<file path="src/rtl/conv2_row_feeder.sv">
// Packs four channels of pooled pixels into full rows and hands each row to the conv layer-2 row buffer.
// Optional build macro CONV2_FEED_RELU_EN clamps pixels with bit 7 set to zero before storing them.
module conv2_row_feeder #(
   parameter int ROW_PIX = 12,
   parameter int ROWS    = 16
) (
   input  logic                   clk,
   input  logic                   rst_n,
   input  logic                   start,
   input  logic                   conv_busy,
   input  logic                   pix_valid,
   output logic                   pix_ready,
   input  logic [7:0]             pix_0,
   input  logic [7:0]             pix_1,
   input  logic [7:0]             pix_2,
   input  logic [7:0]             pix_3,
   output logic                   din_valid,
   output logic [8*ROW_PIX-1:0]   data_in_0,
   output logic [8*ROW_PIX-1:0]   data_in_1,
   output logic [8*ROW_PIX-1:0]   data_in_2,
   output logic [8*ROW_PIX-1:0]   data_in_3,
   output logic                   pool_end,
   output logic                   frame_busy
);

   localparam int              W        = 8 * ROW_PIX;
   localparam int              PW       = (ROW_PIX > 1) ? $clog2(ROW_PIX) : 1;
   localparam logic [PW-1:0]   PIX_LAST = PW'(ROW_PIX - 1);
   localparam logic [9:0]      ROW_LAST = 10'(ROWS - 1);

   typedef enum logic [1:0] {
      ST_IDLE,
      ST_FILL,
      ST_EMIT,
      ST_END
   } state_e;

   state_e          state_q, state_d;
   logic [PW-1:0]   pix_cnt_q, pix_cnt_d;
   logic [9:0]      row_cnt_q, row_cnt_d;
   logic [W-1:0]    fill_q [4];
   logic [W-1:0]    fill_d [4];
   logic [W-1:0]    data_q [4];
   logic [W-1:0]    data_d [4];
   logic [7:0]      pix_in [4];
   logic [7:0]      pix_st [4];

   always_comb begin
      pix_in = '{pix_0, pix_1, pix_2, pix_3};
      for (int c = 0; c < 4; c++) begin
`ifdef CONV2_FEED_RELU_EN
         pix_st[c] = pix_in[c][7] ? 8'h00 : pix_in[c];
`else
         pix_st[c] = pix_in[c];
`endif
      end
   end

   // NOTE: every signal driven here gets its default first, so no path can leave one unassigned and infer a latch.
   always_comb begin
      state_d   = state_q;
      pix_cnt_d = pix_cnt_q;
      row_cnt_d = row_cnt_q;
      fill_d    = fill_q;
      data_d    = data_q;
      case (state_q)
         ST_IDLE: begin
            if (start && !conv_busy) state_d = ST_FILL;
         end
         ST_FILL: begin
            if (pix_valid) begin
               for (int c = 0; c < 4; c++) begin
                  for (int k = 0; k < ROW_PIX; k++) begin
                     if (pix_cnt_q == PW'(k)) fill_d[c][W-1-8*k -: 8] = pix_st[c];
                  end
               end
               // The finished row moves to the output registers only now, so data_in holds between strobes.
               if (pix_cnt_q == PIX_LAST) begin
                  state_d = ST_EMIT;
                  data_d  = fill_d;
               end else begin
                  pix_cnt_d = pix_cnt_q + 1'b1;
               end
            end
         end
         ST_EMIT: begin
            pix_cnt_d = '0;
            if (row_cnt_q == ROW_LAST) begin
               state_d = ST_END;
            end else begin
               state_d   = ST_FILL;
               row_cnt_d = row_cnt_q + 1'b1;
            end
         end
         ST_END: begin
            row_cnt_d = '0;
            state_d   = ST_IDLE;
         end
         default: state_d = ST_IDLE;
      endcase
   end

   // NOTE: sequential state uses non-blocking assignments so every register samples pre-edge values.
   always_ff @(posedge clk or negedge rst_n) begin
      if (!rst_n) begin
         state_q   <= ST_IDLE;
         pix_cnt_q <= '0;
         row_cnt_q <= '0;
         // NOTE: the row arrays are small registers, not RAM, so they are cleared by reset like any flop.
         for (int c = 0; c < 4; c++) begin
            fill_q[c] <= '0;
            data_q[c] <= '0;
         end
      end else begin
         state_q   <= state_d;
         pix_cnt_q <= pix_cnt_d;
         row_cnt_q <= row_cnt_d;
         fill_q    <= fill_d;
         data_q    <= data_d;
      end
   end

   assign pix_ready  = (state_q == ST_FILL);
   assign din_valid  = (state_q == ST_EMIT);
   assign pool_end   = (state_q == ST_END);
   assign frame_busy = (state_q != ST_IDLE);
   assign data_in_0  = data_q[0];
   assign data_in_1  = data_q[1];
   assign data_in_2  = data_q[2];
   assign data_in_3  = data_q[3];

endmodule

</file>
<file path="config.mk">
export PLATFORM = sky130hd
export DESIGN_NAME = conv2_row_feeder
export DESIGN_NICKNAME = d
export VERILOG_FILES = /design/src/rtl/conv2_row_feeder.sv
export SDC_FILE = /design/constraint.sdc
export NUM_CORES = 1
export LEC_CHECK = 0
export BUFFER_PORTS_ARGS = -buffer_cell sky130_fd_sc_hd__buf_2
export CORE_UTILIZATION = 40
export DETAILED_ROUTE_END_ITERATION = 7
export GPL_TIMING_DRIVEN = 0
export PLACE_DENSITY = 0.59
export SYNTH_ARGS = -nofsm -noshare
export SYNTH_HDL_FRONTEND = slang
export SYNTH_SLANG_ARGS = --single-unit
export TNS_END_PERCENT = 1
</file>
<file path="constraint.sdc">
create_clock -name clk -period 2.2 [get_ports clk]
set_input_delay 0.22 -clock clk [delete_from_list [all_inputs] [get_ports clk]]
set_output_delay 0.22 -clock clk [all_outputs]
set_load 0.05 [all_outputs]
</file>
==> impl_metrics.ini <==
[synth]
synth_edf_count = 0
synthCells = 2124
synth_fa_ha_area_share_pct = 0.1899
ys.flop_type = dfrtp_1
ys_ff_latch = 752
synth_cell_types = 43
async_flop_share_pct = 100.0
muxShareOfSynthArea_pct = 37.29
ys_seq_area_share_pct = 57.13
synth-simple-area-share_pct = 1.417
ys_warn_count = 0
syn_area_sq_um = 32940
synth_compound_area_share_pct = 0.6115
synth_top_family_by_area = multiplexers
syn_avg_cell_area_sq_um = 15.51
synth_xor_area_share_pct = 0
syn_nets = 2166

[sta]
worst_slack_ns = 0.01071
rsz0062_at_grt = yes
timing.final.crit_share_pct = 99.51
setup_violations = 0
finalMaxSlewViolations = 0
fin_setup_tns_ns = 0
maxSlewHeadroom_pct = 52.77
hold_viol = 0
period_minus_slack_ns = 2.189
finClkSkew_ns = 0.02664
timing.fmax_mhz = 456.8
max_slew.worst_pin.slew_ns = 0.7085

[critical_path]
path_delay_family = multiplexers
crit_start = pix_cnt_q[0]
cp.depth = 6
crit_path_start_kind = register
cpPeakStageDelay_ns = 0.45
r2r-end = data_in_1[77]
rrSetupSlack_ns = 0.01
cp-end-kind = register
rr_worst_depth = 6
cp_max_fo = 10
crit_path_top_delay_cell = dfrtp_2
worstSetupEndpoint = data_in_1[77]
crit_chain = inv_2 > ha_4 > nor3b_4 > buf_4 > mux2_2 > mux2_1
cp.buffers_inverters = 2
cp.required_ns = 2.70
critPathKind = reg2reg
cp.arrival_ns = 2.69
r2r_start = pix_cnt_q[0]

[routing]
wl_per_cell_microns = 25.57
vias_per_cell = 5.232
drc = 0
ant_nets = 0
wirelength_mm = 96.59
drt_iter0_markers = 861
vias = 19760
dr.pass1.iters = 5

[floorplan]
start_util_pct = 40.63
die-area_sq_um = 83500
die_h_microns = 289.0
ios = 425
num_rows = 104
fp.dieW_microns = 289.0
coreArea_sq_um = 81070

[layout]
multi_input_comb_area_sq_um = 13130
mostFrequentLayoutCells = mux2_2 (968), dfrtp_1 (750), buf_2 (433), mux2_1 (122), clkbuf_16 (86)
seq_area_sq_um = 18820
syn_to_final_growth_pct = 21.21
layout-drive-gt1-share_pct = 62.04
final_net_count = 2701
final_common_cell = mux2_2
n_fill_cell = 7027

[pwr]
p_seq_share_pct = 36.0
swShare_pct = 39.50
comb_power_share_pct = 41.9
leakagePower_nw = 19.84
power.net_switching_w = 0.02477
vdd_drop_max_mv = 0.9102
p_clk_share_pct = 22.1
p_per_area_nw_per_um2 = 1571
internal_power_w = 0.03795

[placement]
place_ws_ns = -0.5788
dp_hpwl_mm = 69.92
port_buffers = 424
gp_congestion = 0.8409

[global_routing]
grt_usage_pct = 23.26
grt_pass1_vias = 21550
grt_max_degree = 126
antenna_found_initial = 2
grt_overflow = 0
grt_pass1_wl_mm = 142.7

[hold_path]
hold_class = in2reg

[clocking]
htree_levels = 3
clkTransAtPathRegs_ns = 0.06
clk_latency_ns = 0.64
ctsLongestPathBuffers = 3
cts_root_buffer = clkbuf_16
cts_tree = yes
cts-buffers-inserted = 84
clock-sinks = 752

[flow_run]
maxCapViolCount = 0

[run_status]
status = completed
power by group through the flow:
stage	registers [W]	clock network, W	logic, W
after floorplan	0.0304	0	0.0109
after global placement	0.0226	0	0.0254
after detailed placement	0.0228	0	0.0259
after CTS	0.0226	0.0142	0.0263
after global routing	0.0232	0.0147	0.0277
final	0.0226	0.0139	0.0263
final cells by class:
| cell class | count | area share, % |
|---|---|---|
| sequential | 752 | 47.14 |
| clock buffer | 124 | 6.174 |
| multi-input combinational | 1181 | 32.89 |
| buffer | 183 | 3.573 |
| clock inverter | 19 | 0.5735 |
| inverter | 8 | 0.07521 |
| antenna | 1 | 0.006268 |
| timing repair buffer | 449 | 6.249 |
| tap | 1060 | 3.322 |
flip-flops by register name, indices dropped and copies added, names as in the netlist:
name       flops
state_q        2
data_in_3     96
data_in_1     96
data_in_0     96
data_in_2     96
fill_q       352
pix_cnt_q      4
row_cnt_q     10
metal layers:
metal | up-vias | track usage (%) | part of all wire [%]
li1 | 8685 | - | -
met1 | 10460 | 30.78 | 44
met2 | 475 | 39.32 | 50
met3 | 145 | 3.386 | 3.9
met4 | 0 | 7.276 | 2.7
met5 | - | 0 | 0
cell usage after synthesis (all sizes together), types with 2 or more instances:
library cell	n	area [sq um]
mux2	1090	12270
dfrtp	752	18820
buf	147	939.7
clkbuf	36	137.6
a21oi	10	50.05
nor2	10	55.05
nand3b	9	167.7
inv	8	30.03
nand4	6	37.54
o21ai	6	30.03
ha	5	62.56
nor2b	5	31.28
a31oi	4	25.02
nand2	4	15.01
nor3b	4	50.05
or3	3	18.77
a311o	2	20.02
nand3	2	15.01
o21bai	2	15.01
o22ai	2	12.51
o31ai	2	15.01
or4	2	15.01
worst register-to-register path, stage by stage (launching register included):
cell and delay, ns:
dfrtp_2 0.45, inv_2 0.13, ha_4 0.19, nor3b_4 0.30, buf_4 0.32, mux2_2 0.38, mux2_1 0.30
how the worst min path moves through the flow:
stage / startpoint / endpoint / slack [ns] / depth (start not counted)
floorplan: rst_n / data_in_0[0] / -0.08 / 0
global placement: fill_q[230] / fill_q[230] / 0.46 / 1
detailed placement: rst_n / data_in_0[75] / 0.20 / 1
CTS: pix_1[3] / data_in_1[83] / 0.001 / 3
global route: pix_1[6] / data_in_1[70] / 0.03 / 3
finish: pix_1[6] / data_in_1[86] / 0.03 / 3
kinds of logic (layout without fill, tap and decap cells):
group	Yosys count	after routing
and+or+nand+nor	53	53
DFF	752	752
adders and majority gates	5	5
muxes	1091	1091
buffers and inverters	191	783
other	0	1
AOI/OAI and AO/OA	32	32
metrics by stage:
stage	hold slack, ns	instances	power [W]	utilization [%]	cell area, sq um
global route	0.02548	3776	0.06568	49.25	39920
floorplan	-0.07559	2124	0.04129	-	32940
CTS	0.0009894	3771	0.06310	48.87	39620
detailed placement	0.1974	3615	0.04864	45.14	36590
global placement	0.4611	3608	0.04801	44.89	36390
finish	0.03105	3777	0.06272	49.25	39930
repair_timing:
item | 4_1_cts | 5_1_grt
endpoints found under the hold margin | 69 | 0
gates resized for setup | 68 | 76
setup buffers | 8 | 5
endpoints found under the setup margin | 563 | 763
hold buffers | 5 | 0
pin swaps | 0 | 1
Power figures use the tool's default switching activity.
